$ cat src/rtl/uart_tx_scheduler_pkg.sv
`default_nettype none
// ============================================================================
// Module  : uart_tx_scheduler_pkg
// Brief   : Shared state encoding and header helpers for the UART TX scheduler.
// Revision: 1.0 - initial release
// ============================================================================
package uart_tx_scheduler_pkg;

    typedef enum logic [2:0] {
        ST_IDLE      = 3'd0,
        ST_ARB       = 3'd1,
        ST_HDR       = 3'd2,
        ST_FETCH     = 3'd3,
        ST_LOAD      = 3'd4,
        ST_WAIT_DONE = 3'd5,
        ST_END       = 3'd6,
        ST_ABORT     = 3'd7
    } state_t;

    localparam logic [7:0] HDR_IDX_MASK = 8'h07;

    // Source index occupies the low three bits of the header byte.
    function automatic logic [7:0] header_byte(input logic [7:0] base, input logic [2:0] idx);
        return (base & ~HDR_IDX_MASK) | {5'b00000, idx};
    endfunction

endpackage
`default_nettype wire

$ cat src/rtl/uart_tx_scheduler_rr_arbiter.sv
`default_nettype none
// ============================================================================
// Module  : rr_arbiter
// Brief   : Combinational round-robin pick: first request at or after ptr.
// Revision: 1.0 - initial release
// ============================================================================
module rr_arbiter #(
    parameter int NUM_REQ = 4,
    parameter int IDX_W   = (NUM_REQ > 1) ? $clog2(NUM_REQ) : 1
) (
    input  logic [NUM_REQ-1:0] req_i,
    input  logic [IDX_W-1:0]   ptr_i,
    output logic [NUM_REQ-1:0] grant_o,
    output logic [IDX_W-1:0]   idx_o,
    output logic               any_o
);

    always_comb begin
        int               cand;
        logic [IDX_W-1:0] cidx;
        grant_o = '0;
        idx_o   = '0;
        any_o   = 1'b0;
        cand    = 0;
        cidx    = '0;
        for (int i = 0; i < NUM_REQ; i++) begin
            cand = int'(ptr_i) + i;
            if (cand >= NUM_REQ) begin
                cand = cand - NUM_REQ;
            end
            cidx = IDX_W'(cand);
            if (!any_o && req_i[cidx]) begin
                any_o         = 1'b1;
                idx_o         = cidx;
                grant_o[cidx] = 1'b1;
            end
        end
    end

endmodule
`default_nettype wire

$ cat src/rtl/uart_tx_scheduler.sv
`default_nettype none
// ============================================================================
// Module  : uart_tx_scheduler
// Brief   : Round-robin sharing of one UART transmitter between requesters.
// Revision: 1.0 - initial release
// ============================================================================
module uart_tx_scheduler
    import uart_tx_scheduler_pkg::*;
#(
    parameter int         NUM_REQ       = 4,
    parameter bit         HEADER_EN     = 1'b1,
    parameter logic [7:0] HEADER_BASE   = 8'hA0,
    parameter int         START_TIMEOUT = 2048
) (
    input  logic                   clockIN,
    input  logic                   nResetIN,
    input  logic [NUM_REQ*8-1:0]   reqDataIN,
    input  logic [NUM_REQ-1:0]     reqValidIN,
    input  logic [NUM_REQ-1:0]     reqLastIN,
    output logic [NUM_REQ-1:0]     reqReadyOUT,
    output logic [NUM_REQ-1:0]     grantOUT,
    output logic                   busyOUT,
    output logic                   errorOUT,
    input  logic                   errClearIN,
    output logic [7:0]             txDataOUT,
    output logic                   txLoadOUT,
    input  logic                   txReadyIN,
    input  logic                   txIdleIN
);

    localparam int IDX_W = (NUM_REQ > 1) ? $clog2(NUM_REQ) : 1;
    localparam int TMR_W = $clog2(START_TIMEOUT + 1);

    logic               rdy_meta_q, rdy_s_q, idle_meta_q, idle_s_q;
    state_t             state_q;
    logic [IDX_W-1:0]   ptr_q, gidx_q;
    logic [NUM_REQ-1:0] grant_q, ready_q;
    logic               busy_q, err_q, load_q, last_q, hdr_q;
    logic [7:0]         data_q;
    logic [TMR_W-1:0]   timer_q;

    logic [NUM_REQ-1:0] arb_grant;
    logic [IDX_W-1:0]   arb_idx;
    logic               arb_any;

    rr_arbiter #(
        .NUM_REQ (NUM_REQ),
        .IDX_W   (IDX_W)
    ) u_arb (
        .req_i   (reqValidIN),
        .ptr_i   (ptr_q),
        .grant_o (arb_grant),
        .idx_o   (arb_idx),
        .any_o   (arb_any)
    );

    // Transmitter status lives in the baud domain.
    always_ff @(posedge clockIN or negedge nResetIN) begin
        if (!nResetIN) begin
            rdy_meta_q  <= 1'b0;
            rdy_s_q     <= 1'b0;
            idle_meta_q <= 1'b0;
            idle_s_q    <= 1'b0;
        end else begin
            rdy_meta_q  <= txReadyIN;
            rdy_s_q     <= rdy_meta_q;
            idle_meta_q <= txIdleIN;
            idle_s_q    <= idle_meta_q;
        end
    end

    always_ff @(posedge clockIN or negedge nResetIN) begin
        if (!nResetIN) begin
            state_q <= ST_IDLE;
            ptr_q   <= '0;
            gidx_q  <= '0;
            grant_q <= '0;
            ready_q <= '0;
            busy_q  <= 1'b0;
            err_q   <= 1'b0;
            load_q  <= 1'b0;
            last_q  <= 1'b0;
            hdr_q   <= 1'b0;
            data_q  <= '0;
            timer_q <= '0;
        end else begin
            ready_q <= '0;
            // A timeout later in this block overrides the clear.
            if (errClearIN) begin
                err_q <= 1'b0;
            end
            unique case (state_q)
                ST_IDLE: begin
                    if (|reqValidIN && rdy_s_q && idle_s_q) begin
                        state_q <= ST_ARB;
                    end
                end
                ST_ARB: begin
                    if (arb_any) begin
                        grant_q <= arb_grant;
                        gidx_q  <= arb_idx;
                        busy_q  <= 1'b1;
                        hdr_q   <= 1'b0;
                        state_q <= HEADER_EN ? ST_HDR : ST_FETCH;
                    end else begin
                        state_q <= ST_IDLE;
                    end
                end
                ST_HDR: begin
                    data_q  <= header_byte(HEADER_BASE, 3'(gidx_q));
                    last_q  <= 1'b0;
                    hdr_q   <= 1'b1;
                    load_q  <= 1'b1;
                    timer_q <= '0;
                    state_q <= ST_LOAD;
                end
                ST_FETCH: begin
                    if (reqValidIN[gidx_q]) begin
                        data_q  <= reqDataIN[{gidx_q, 3'b000} +: 8];
                        last_q  <= reqLastIN[gidx_q];
                        ready_q <= grant_q;
                        load_q  <= 1'b1;
                        timer_q <= '0;
                        state_q <= ST_LOAD;
                    end
                end
                ST_LOAD: begin
                    if (!rdy_s_q) begin
                        load_q  <= 1'b0;
                        state_q <= ST_WAIT_DONE;
                    end else if (timer_q == TMR_W'(START_TIMEOUT - 1)) begin
                        err_q   <= 1'b1;
                        load_q  <= 1'b0;
                        state_q <= ST_ABORT;
                    end else begin
                        timer_q <= timer_q + 1'b1;
                    end
                end
                ST_WAIT_DONE: begin
                    if (rdy_s_q) begin
                        if (hdr_q || !last_q) begin
                            hdr_q   <= 1'b0;
                            state_q <= ST_FETCH;
                        end else begin
                            state_q <= ST_END;
                        end
                    end
                end
                ST_END, ST_ABORT: begin
                    ptr_q   <= (gidx_q == IDX_W'(NUM_REQ - 1)) ? '0 : gidx_q + 1'b1;
                    grant_q <= '0;
                    busy_q  <= 1'b0;
                    state_q <= ST_IDLE;
                end
                default: state_q <= ST_IDLE;
            endcase
        end
    end

    assign reqReadyOUT = ready_q;
    assign grantOUT    = grant_q;
    assign busyOUT     = busy_q;
    assign errorOUT    = err_q;
    assign txDataOUT   = data_q;
    assign txLoadOUT   = load_q;

endmodule
`default_nettype wire
$ cat config.mk
export PLATFORM = sky130hd
export DESIGN_NAME = uart_tx_scheduler
export DESIGN_NICKNAME = d
export VERILOG_FILES = /design/src/rtl/uart_tx_scheduler_pkg.sv /design/src/rtl/uart_tx_scheduler_rr_arbiter.sv /design/src/rtl/uart_tx_scheduler.sv
export SDC_FILE = /design/constraint.sdc
export NUM_CORES = 1
export LEC_CHECK = 0
export ABC_CLOCK_PERIOD_IN_PS = 2900
export CORE_MARGIN = 2
export CORE_UTILIZATION = 50
export DETAILED_ROUTE_END_ITERATION = 7
export GPL_ROUTABILITY_DRIVEN = 0
export GPL_TIMING_DRIVEN = 0
export PLACE_DENSITY = 0.82
export SLEW_MARGIN = 5
export SYNTH_ARGS = -nofsm -noshare
export SYNTH_HDL_FRONTEND = slang
export SYNTH_HIERARCHICAL = 1
export SYNTH_SLANG_ARGS = --single-unit
$ cat constraint.sdc
create_clock -name clockIN -period 2.9 [get_ports clockIN]
set_input_delay 0.58 -clock clockIN [delete_from_list [all_inputs] [get_ports clockIN]]
set_output_delay 0.58 -clock clockIN [all_outputs]
set_load 0.02 [all_outputs]
==> impl_metrics.json, run 1 <==
{
  "status": "complete, no violations",
  "synthCells": 268,
  "drv_cap": 0,
  "hold_viol_final": 0,
  "pin_count": 64,
  "synth_seq_cells": 44,
  "grt_pass1_wl_um": 11000,
  "dp_hpwl_um": 4650,
  "drv_slew": 0,
  "fin_crit_ns": 2.68,
  "grt-ovfl-total": 0,
  "synth_edf_count": 0,
  "synthAdderAreaFrac": 0.0323,
  "wl_um": 6440,
  "multiInputGateArea_mm2": 0.00147,
  "setup.worst_path.end_class": "flip-flop",
  "first_pass_iters": 6,
  "viasPerCell": 5.90,
  "die_area_mm2": 0.00604,
  "drc": 0,
  "start_kind": "flip-flop",
  "fillCellCount": 390,
  "clockRootBuffer": "clkbuf_8",
  "setup_violations": 0,
  "placementRows": 26,
  "post_cts_buffers": 0,
  "cts_tree": "yes",
  "synthDistinctLibCells": 48,
  "die_w_um": 77.7,
  "cts_made_buffers": 5,
  "post-route-period-util": 0.924,
  "synth_top_flop_cell": "dfrtp_1",
  "synth_top_area_share": 0.406,
  "async_reset_ff_frac": 1.00,
  "arrival_ns": 2.91,
  "ys_seq_area_frac": 0.406,
  "hold_buffers": 0,
  "clock_path_buffers": 2,
  "min-delay-path-class": "in2async",
  "clkTransAtPathRegs_ns": 0.09,
  "crit_top_cell": "nor2_1",
  "area_delta_synth_final_pct": 31.8,
  "core_area_mm2": 0.00517,
  "timing.critical_path.fanout_max": 10,
  "drive_gt1_frac": 0.115,
  "synth_area_leaders": "dfrtp_1, mux4_2, o21ai_0",
  "synthXorXnorAreaFrac": 0,
  "routedWlPerCell_um": 15.7,
  "nNetsFinal": 391,
  "tightest_slew_ns": 0.529,
  "p_per_area_mw_per_mm2": 886,
  "num_vias": 2419,
  "synth_top_cell_by_area": "dfrtp_1",
  "num_antenna_cells": 0,
  "slew_headroom": 0.646,
  "synthMuxAreaShare": 0.141,
  "rsz0062_at_grt": "false",
  "avgSynthCellArea_um2": 10.1,
  "power.leakage_nw": 1.41,
  "synth_nets": 320,
  "crit_chain": "inv_1 > ha_1 > mux4_2 > buf_6 > nor3_1 > nand2b_1 > nand2_1 > nor2_1 > nor2_1 > o2bb2ai_1",
  "skew_ns": 0.00953,
  "initial_core_util": 0.525,
  "grt_usage": 0.226,
  "regArea_mm2": 0.00110,
  "syn_area_mm2": 0.00272,
  "grt_max_degree": 26,
  "synth_warnings": 6,
  "place_ws_ns": 0.00763,
  "fp.dieH_um": 77.7,
  "clk_latency_ns": 0.30,
  "max_stage_delay_ns": 0.53,
  "yosys.area_share.simple": 0.173,
  "ctsHtreeMaxLevel": 2,
  "io_buffers": 63,
  "grt_antenna_before_repair": 0,
  "synth_top_family_by_area": "compound AO/OA/AOI/OAI gates",
  "cpMaxStageDelayCell": "dfrtp_1",
  "worstPathRequired_ns": 3.13,
  "post_cts_resized": 0,
  "fmax_ghz": 0.373,
  "setup_ws_ns": 0.219,
  "critical_path_class": "reg2reg",
  "clkSinkCount": 44,
  "grt_pass1_vias": 2351,
  "fin_tns_setup_ns": 0,
  "drt_iter0_markers": 251,
  "ir_worst_vdd_v": 0.000435,
  "ant_nets": 0,
  "synth_compound_area_frac": 0.196
}
## worst max-delay path: cells and delay by family, from the launching register on
kind | cells | cell delay (ns)
DFF | 1 | 0.53
and+or+nand+nor | 5 | 0.91
buffers and inverters | 2 | 0.31
AOI/OAI and AO/OA | 1 | 0.15
muxes | 1 | 0.34
adders and majority gates | 1 | 0.37
## sequential cells by signal, indices dropped and copies added (netlist names), 2 cells and up
signal       flops
gidx_q           2
grantOUT         4
ptr_q            2
reqReadyOUT      4
state_q          3
timer_q         12
txDataOUT        8
## power breakdown
group          total, W  switching [W]  leakage (nW)  internal [W]
clock network  0.000497       0.000215        0.0614      0.000282
logic           0.00168       0.000885         0.779      0.000799
registers      0.000989       0.000193         0.570      0.000797
total           0.00317        0.00129          1.41       0.00188
## cells in the final DEF, fill, tap and decap left out, drive strengths merged, types with 10 or more instances in the layout
cell type	instances
dfrtp	44
buf	10
clkbuf	13
clkdlybuf4s50	62
o21ai	28
inv	14
mux4	12
a31oi	12
nand2	23
nor2	14
## cell usage after synthesis (2+ instances only)
library cell	count
dfrtp_1	44
nand2_1	23
o21ai_0	22
inv_1	14
nor2_1	14
a31oi_1	12
mux4_2	10
a22oi_1	9
nor3_1	9
a21oi_1	8
clkbuf_1	7
ha_1	7
mux2i_1	6
nand2b_1	6
nand3_1	5
and3_1	4
buf_6	4
mux2_2	4
nor3b_1	4
nor4_1	4
o21ai_1	4
o2bb2ai_1	4
a2bb2oi_1	3
buf_2	3
nand4_1	3
nor2b_1	3
o211ai_1	3
o22ai_1	3
o31ai_1	3
a21boi_0	2
mux4_1	2
nand3b_1	2
o31a_1	2
## stage by stage
step	instances	hold slack (ns)	util	cell area [um2]	total power (W)
finish	410	0.229	0.692	3580	0.00317
detailed placement	402	0.336	0.668	3460	0.00265
global placement	401	0.331	0.664	3430	0.00260
floorplan	268	0.284	-	2720	0.00216
CTS	410	0.251	0.692	3580	0.00316
global route	410	0.264	0.692	3580	0.00339
## per-layer routing
metal	share of wire	vias up	GRT usage
li1	-	1153	-
met2	0.48	113	0.373
met4	0.011	0	0.0607
met3	0.067	8	0.0523
met1	0.44	1145	0.301
met5	0	-	0
## worst paths after layout
check,from,endpoint,slack [ns],cells after the start
max,ptr_q[1],grantOUT[0],0.22,10
min,nResetIN,timer_q[8],0.23,1
max reg2reg,ptr_q[1],grantOUT[0],0.22,10
min reg2reg,rdy_meta_q,rdy_s_q,0.36,0
max in group asynchronous,nResetIN,hdr_q,2.18,2
min in group clockIN,rdy_meta_q,rdy_s_q,0.36,0
## cell families (layout without fill, tap and decap cells)
kind of cell,after synthesis,in the layout
adders and majority gates,7,7
AOI/OAI and AO/OA,81,81
buffers and inverters,29,101
DFF,44,44
and+or+nand+nor,85,85
muxes,22,22
## final cells by class
cell class | count | area share
sequential | 44 | 0.308
buffer | 15 | 0.0252
timing repair buffer | 64 | 0.183
clock inverter | 2 | 0.0108
tap | 70 | 0.0245
inverter | 14 | 0.0147
multi-input combinational | 195 | 0.411
clock buffer | 6 | 0.0231
Note: power is estimated with default switching activity, not from simulation.
==> inputs of run 2 (changes only) <==
- CTS_CLUSTER_SIZE: not set -> 30
- SYNTH_HIERARCHICAL: 1 -> not set
==> run 2 against run 1 <==
Effect of this change:
- synthesized area grew 1.6%
- clock skew up 0.0037 ns
- cell area hardly changed
- critical path depth decreased by 1
- first-iteration DRC count decreased by 42%
- cell count increased by 0.98%
- largest cell class unchanged
- largest power group unchanged
==> impl_metrics.json, run 2 <==
{
  "io_buffers": 59,
  "core_area_mm2": 0.00541,
  "grt_pass1_wl_um": 10900,
  "placementRows": 27,
  "synthCells": 271,
  "num_vias": 2380,
  "viasPerCell": 5.75,
  "tightest_slew_ns": 0.548,
  "grt_usage": 0.224,
  "synthTopCellsByCount": "dfrtp_1, nand2_1, nand3_1, nor2_1, o21ai_0",
  "utilization": 0.662,
  "die_w_um": 78.3,
  "synth_top_cell_by_area": "dfrtp_1",
  "fp.dieH_um": 78.3,
  "die_area_mm2": 0.00613,
  "grt_pass1_vias": 2375,
  "synthDistinctLibCells": 51,
  "grt_antenna_before_repair": 0,
  "worstPathRequired_ns": 3.12,
  "ctsHtreeMaxLevel": 2,
  "nNetsFinal": 396,
  "dp_hpwl_um": 4830,
  "routedWlPerCell_um": 15.5,
  "grt_max_degree": 24,
  "drv_slew": 0,
  "first_pass_iters": 4,
  "area_delta_synth_final_pct": 29.8,
  "timing.critical_path.fanout_max": 10,
  "final_cell_mix": "clkdlybuf4s50_1, dfrtp_1, nand2_1",
  "drc": 0,
  "num_antenna_cells": 0,
  "arrival_ns": 2.95,
  "setup_ws_ns": 0.169,
  "largest_register_ffs": 12,
  "ys_seq_area_frac": 0.399,
  "pin_count": 64,
  "synth_seq_cells": 44,
  "wl_um": 6400,
  "synth_edf_count": 0,
  "regMostFlops": "timer_q",
  "avgSynthCellArea_um2": 10.2,
  "power.leakage_nw": 1.50,
  "synth_warnings": 0,
  "clkTransAtPathRegs_ns": 0.09,
  "min-delay-path-class": "in2async",
  "fin_crit_ns": 2.73,
  "critical_path_class": "reg2reg",
  "fillCellCount": 463,
  "clock_path_buffers": 2,
  "layout_commonest_cell": "clkdlybuf4s50_1",
  "p_per_area_mw_per_mm2": 831,
  "drt_iter0_markers": 146,
  "yosysMostFrequentCell": "dfrtp_1",
  "clk_latency_ns": 0.30,
  "cts_made_buffers": 5,
  "synth_area_leaders": "dfrtp_1, mux4_2, ha_1",
  "synth_nets": 326,
  "slew_headroom": 0.634,
  "syn_area_mm2": 0.00276,
  "grt-ovfl-total": 0,
  "skew_ns": 0.0133,
  "drive_gt1_frac": 0.135,
  "synth_top_area_share": 0.399,
  "ant_nets": 0,
  "initial_core_util": 0.510,
  "clkSinkCount": 44,
  "setup.worst_path.end_class": "flip-flop",
  "synth_top_flop_cell": "dfrtp_1",
  "fmax_ghz": 0.366,
  "cts_tree": "yes",
  "post-route-period-util": 0.942,
  "hold_viol_final": 0,
  "status": "complete, no violations",
  "place_ws_ns": 0.157,
  "drv_cap": 0,
  "ir_worst_vdd_v": 0.000597,
  "start_kind": "flip-flop",
  "setup_violations": 0,
  "async_reset_ff_frac": 1.00,
  "clockRootBuffer": "clkbuf_8"
}
==> run 2: cell types whose count changed after synthesis, moves of 6 or more <==
| cell | delta |
|---|---|
| inv_1 | -6 |
| xnor2_1 | +9 |
| nor3_1 | -7 |
| o21ai_0 | -9 |
| a211oi_1 | +9 |
| nand3_1 | +12 |
| nand2_1 | +9 |
| a31oi_1 | -10 |
==> run 2: final timing paths <==
check                            startpoint           to  slack [ns]  depth (start not counted)
worst max-delay path               ptr_q[1]  grantOUT[1]        0.17                          9
worst min-delay path               nResetIN      busyOUT        0.25                          1
worst max register to register     ptr_q[1]  grantOUT[1]        0.17                          9
worst min register to register  idle_meta_q     idle_s_q        0.36                          0
max in group asynchronous          nResetIN     errorOUT        2.14                          2
min in group clockIN            idle_meta_q     idle_s_q        0.36                          0
==> run 2: critical path, cell delays in order, from the launching register on <==
cell and delay (ns):
dfrtp_1 0.47, buf_2 0.26, inv_1 0.18, ha_2 0.43, mux4_2 0.42, nor4_4 0.39
or3_4 0.22, buf_6 0.13, nand3_1 0.07, o21ai_0 0.08
==> run 2: per-stage QoR <==
stage	hold WS, ns	TNS, ns	cell area (um2)	power [W]	cells
after floorplan	0.284	0	2760	0.00205	271
after global placement	0.335	0	3440	0.00247	402
after detailed placement	0.337	0	3460	0.00253	403
after CTS	0.273	0	3550	0.00293	411
after global routing	0.290	-0.00627	3580	0.00320	414
final	0.254	0	3580	0.00297	414
==> run 2: where the power goes <==
part           leakage, nW  internal (W)  switching, W  total (W)
Combinational        0.889      0.000789      0.000900    0.00169
Sequential           0.568      0.000760      0.000121   0.000880
Clock               0.0445      0.000194      0.000210   0.000404
Total                 1.50       0.00174       0.00123    0.00297
==> run 2: timing repair <==
item	CTS	global route
setup buffers	0	3
hold buffers	0	0
resized for setup	0	1
endpoints found under the setup margin	0	6
==> run 2: area by class of cell <==
| class | instances | area (um2) | share of cell area |
|---|---|---|---|
| clock buffer | 7 | 86.3 | 0.0241 |
| timing repair buffer | 63 | 636 | 0.178 |
| inverter | 8 | 30.0 | 0.00839 |
| clock inverter | 1 | 7.51 | 0.00210 |
| sequential | 44 | 1100 | 0.308 |
| multi-input combinational | 199 | 1520 | 0.425 |
| buffer | 20 | 106 | 0.0297 |
| tap | 72 | 90.1 | 0.0252 |
==> run 2: cell families (layout without fill, tap and decap cells) <==
group	Yosys count	count (layout)	share of synthesized area
multiplexers	19	19	0.127
buffers and inverters	28	99	0.0495
AND/OR/NAND/NOR	97	97	0.177
AO/OA/AOI/OAI	64	64	0.173
adder cells (fa/ha/maj)	10	10	0.0454
flip-flops	44	44	0.399
XOR/XNOR	9	9	0.0286
==> run 2: routing by layer <==
metal,part of all wire,global-route usage
met1,0.42,0.283
met3,0.045,0.0425
met5,0,0
met4,0.021,0.0877
met2,0.52,0.381
==> inputs of run 3 (changes only) <==
- GPL_TIMING_DRIVEN: 0 -> not set
==> run 3 against run 2 <==
Effect of this change:
- combinational power decreased by 7%
- die area is the same
- register-to-register slack improved by 0.40 ns
- maximum frequency rose by 9.7%
- power is 3.0% lower
- hold slack improved by 0.10 ns
- cell count is 2.4% lower
- global-route usage fell by 1.4 points
- count of clock-buffer cells in the layout increased by 1
- sequential share of layout area grew 0.41 points
- clock skew fell by 0.0052 ns
- worst setup slack improved by 0.24 ns
- critical path type is now in2reg
==> impl_metrics.json, run 3 (synthesis results as in run 2) <==
{
  "status": "complete, no violations",
  "setup.worst_path.end_class": "flip-flop",
  "path_delay_family": "simple AND/OR/NAND/NOR gates",
  "clkTransAtPathRegs_ns": 0.07,
  "drc": 0,
  "cpMaxStageDelayCell": "mux4_2",
  "clockRootBuffer": "clkbuf_8",
  "regMostFlops": "timer_q",
  "start_kind": "input pin",
  "power.leakage_nw": 1.48,
  "hold_buffers": 0,
  "timing.critical_path.fanout_max": 13,
  "first_pass_iters": 4,
  "crit_buf_inv": 1,
  "grt_usage": 0.210,
  "skew_ns": 0.00808,
  "critical_path.startpoint": "reqValidIN[0]",
  "fin_crit_ns": 2.49,
  "die_w_um": 78.3,
  "largest_register_ffs": 12,
  "drive_gt1_frac": 0.117,
  "core_area_mm2": 0.00541,
  "grt_antenna_before_repair": 0,
  "ant_nets": 0,
  "arrival_ns": 2.67,
  "fillCellCount": 445,
  "num_vias": 2279,
  "rrSetupSlack_ns": 0.57,
  "holdWs_ns": 0.353,
  "ctsHtreeMaxLevel": 2,
  "fmax_ghz": 0.402,
  "final_area_mm2": 0.00353,
  "hold_viol_final": 0,
  "place_area_mm2": 0.00344,
  "crit_end": "gidx_q[1]",
  "viasPerCell": 5.64,
  "worstPathRequired_ns": 3.08,
  "final_cell_mix": "clkdlybuf4s50_1, dfrtp_1, nand2_1",
  "grt_pass1_wl_um": 10300,
  "r2r_cells": 8,
  "wl_um": 5980,
  "r2r_end": "grantOUT[2]",
  "reg2reg_from": "ptr_q[1]",
  "post_cts_resized": 0,
  "drv_slew": 0,
  "tightest_slew_ns": 0.952,
  "drt_iter0_markers": 117,
  "post-route-period-util": 0.859,
  "fin_tns_setup_ns": 0,
  "min-delay-path-class": "reg2reg",
  "cts_tree": "yes",
  "routedWlPerCell_um": 14.8,
  "initial_core_util": 0.510,
  "setup_violations": 0,
  "power.total_w": 0.00288,
  "slew_headroom": 0.365,
  "layout_commonest_cell": "clkdlybuf4s50_1",
  "worst-path-stages": 6,
  "clkSinkCount": 44,
  "rsz0062_at_grt": "false",
  "cts_made_buffers": 5,
  "clk_latency_ns": 0.30,
  "grt_max_degree": 45,
  "critical_path_class": "in2reg",
  "io_buffers": 63,
  "ir_worst_vdd_v": 0.000563,
  "dp_hpwl_um": 4590,
  "crit_chain": "clkdlybuf4s50_1 > mux4_2 > nor4_4 > or3_4 > a21oi_1 > a22o_1",
  "grt-ovfl-total": 0,
  "area_delta_synth_final_pct": 28.1,
  "drv_cap": 0,
  "max_stage_delay_ns": 0.64,
  "num_antenna_cells": 0,
  "grt_pass1_vias": 2250,
  "placementRows": 27,
  "die_area_mm2": 0.00613,
  "fp.dieH_um": 78.3,
  "p_per_area_mw_per_mm2": 816,
  "clock_path_buffers": 2,
  "pin_count": 64,
  "post_cts_buffers": 0,
  "nNetsFinal": 386
}
==> run 3: cell count changes in the layout (fill, tap and decap cells not counted), sizes merged <==
| cell | previous run | this run |
|---|---|---|
| clkbuf | 17 | 8 |
| buf | 15 | 11 |
| clkdlybuf4s50 | 58 | 62 |
| clkinvlp | 1 | 0 |
==> run 3: through the flow <==
| stage | setup slack, ns | util | cells |
|---|---|---|---|
| floorplan | 0.548 | - | 271 |
| global placement | 0.192 | 0.637 | 396 |
| detailed placement | 0.118 | 0.637 | 396 |
| CTS | 0.433 | 0.653 | 404 |
| global route | 0.310 | 0.653 | 404 |
| finish | 0.410 | 0.653 | 404 |
==> run 3: cell type report <==
cell class / count / area [um2] / share of cell area
multi-input combinational: 199 / 1520 / 0.430
sequential: 44 / 1100 / 0.312
timing repair buffer: 73 / 701 / 0.198
clock buffer: 8 / 90.1 / 0.0255
tap: 72 / 90.1 / 0.0255
inverter: 8 / 30.0 / 0.00850
==> run 3: worst min path at each step <==
| stage | slack [ns] | cells past startpoint | endpoint | startpoint |
|---|---|---|---|---|
| 6_report | 0.35 | 0 | rdy_s_q | rdy_meta_q |
| 3_3_place_gp | 0.34 | 0 | rdy_s_q | rdy_meta_q |
| 2_1_floorplan | 0.28 | 0 | busyOUT | nResetIN |
| 5_1_grt | 0.36 | 0 | rdy_s_q | rdy_meta_q |
| 3_5_place_dp | 0.34 | 0 | rdy_s_q | rdy_meta_q |
| 4_1_cts | 0.36 | 0 | rdy_s_q | rdy_meta_q |
==> run 3: power breakdown <==
group | internal (W) | switching [W]
clock network | 0.000194 | 0.000197
registers | 0.000759 | 0.000165
logic | 0.000748 | 0.000820
==> run 3: per-layer routing <==
metal / global-route usage / wire length, um
met1: 0.256 / 2540
met2: 0.378 / 3110
met3: 0.0310 / 239
met4: 0.0772 / 92
met5: 0 / 0
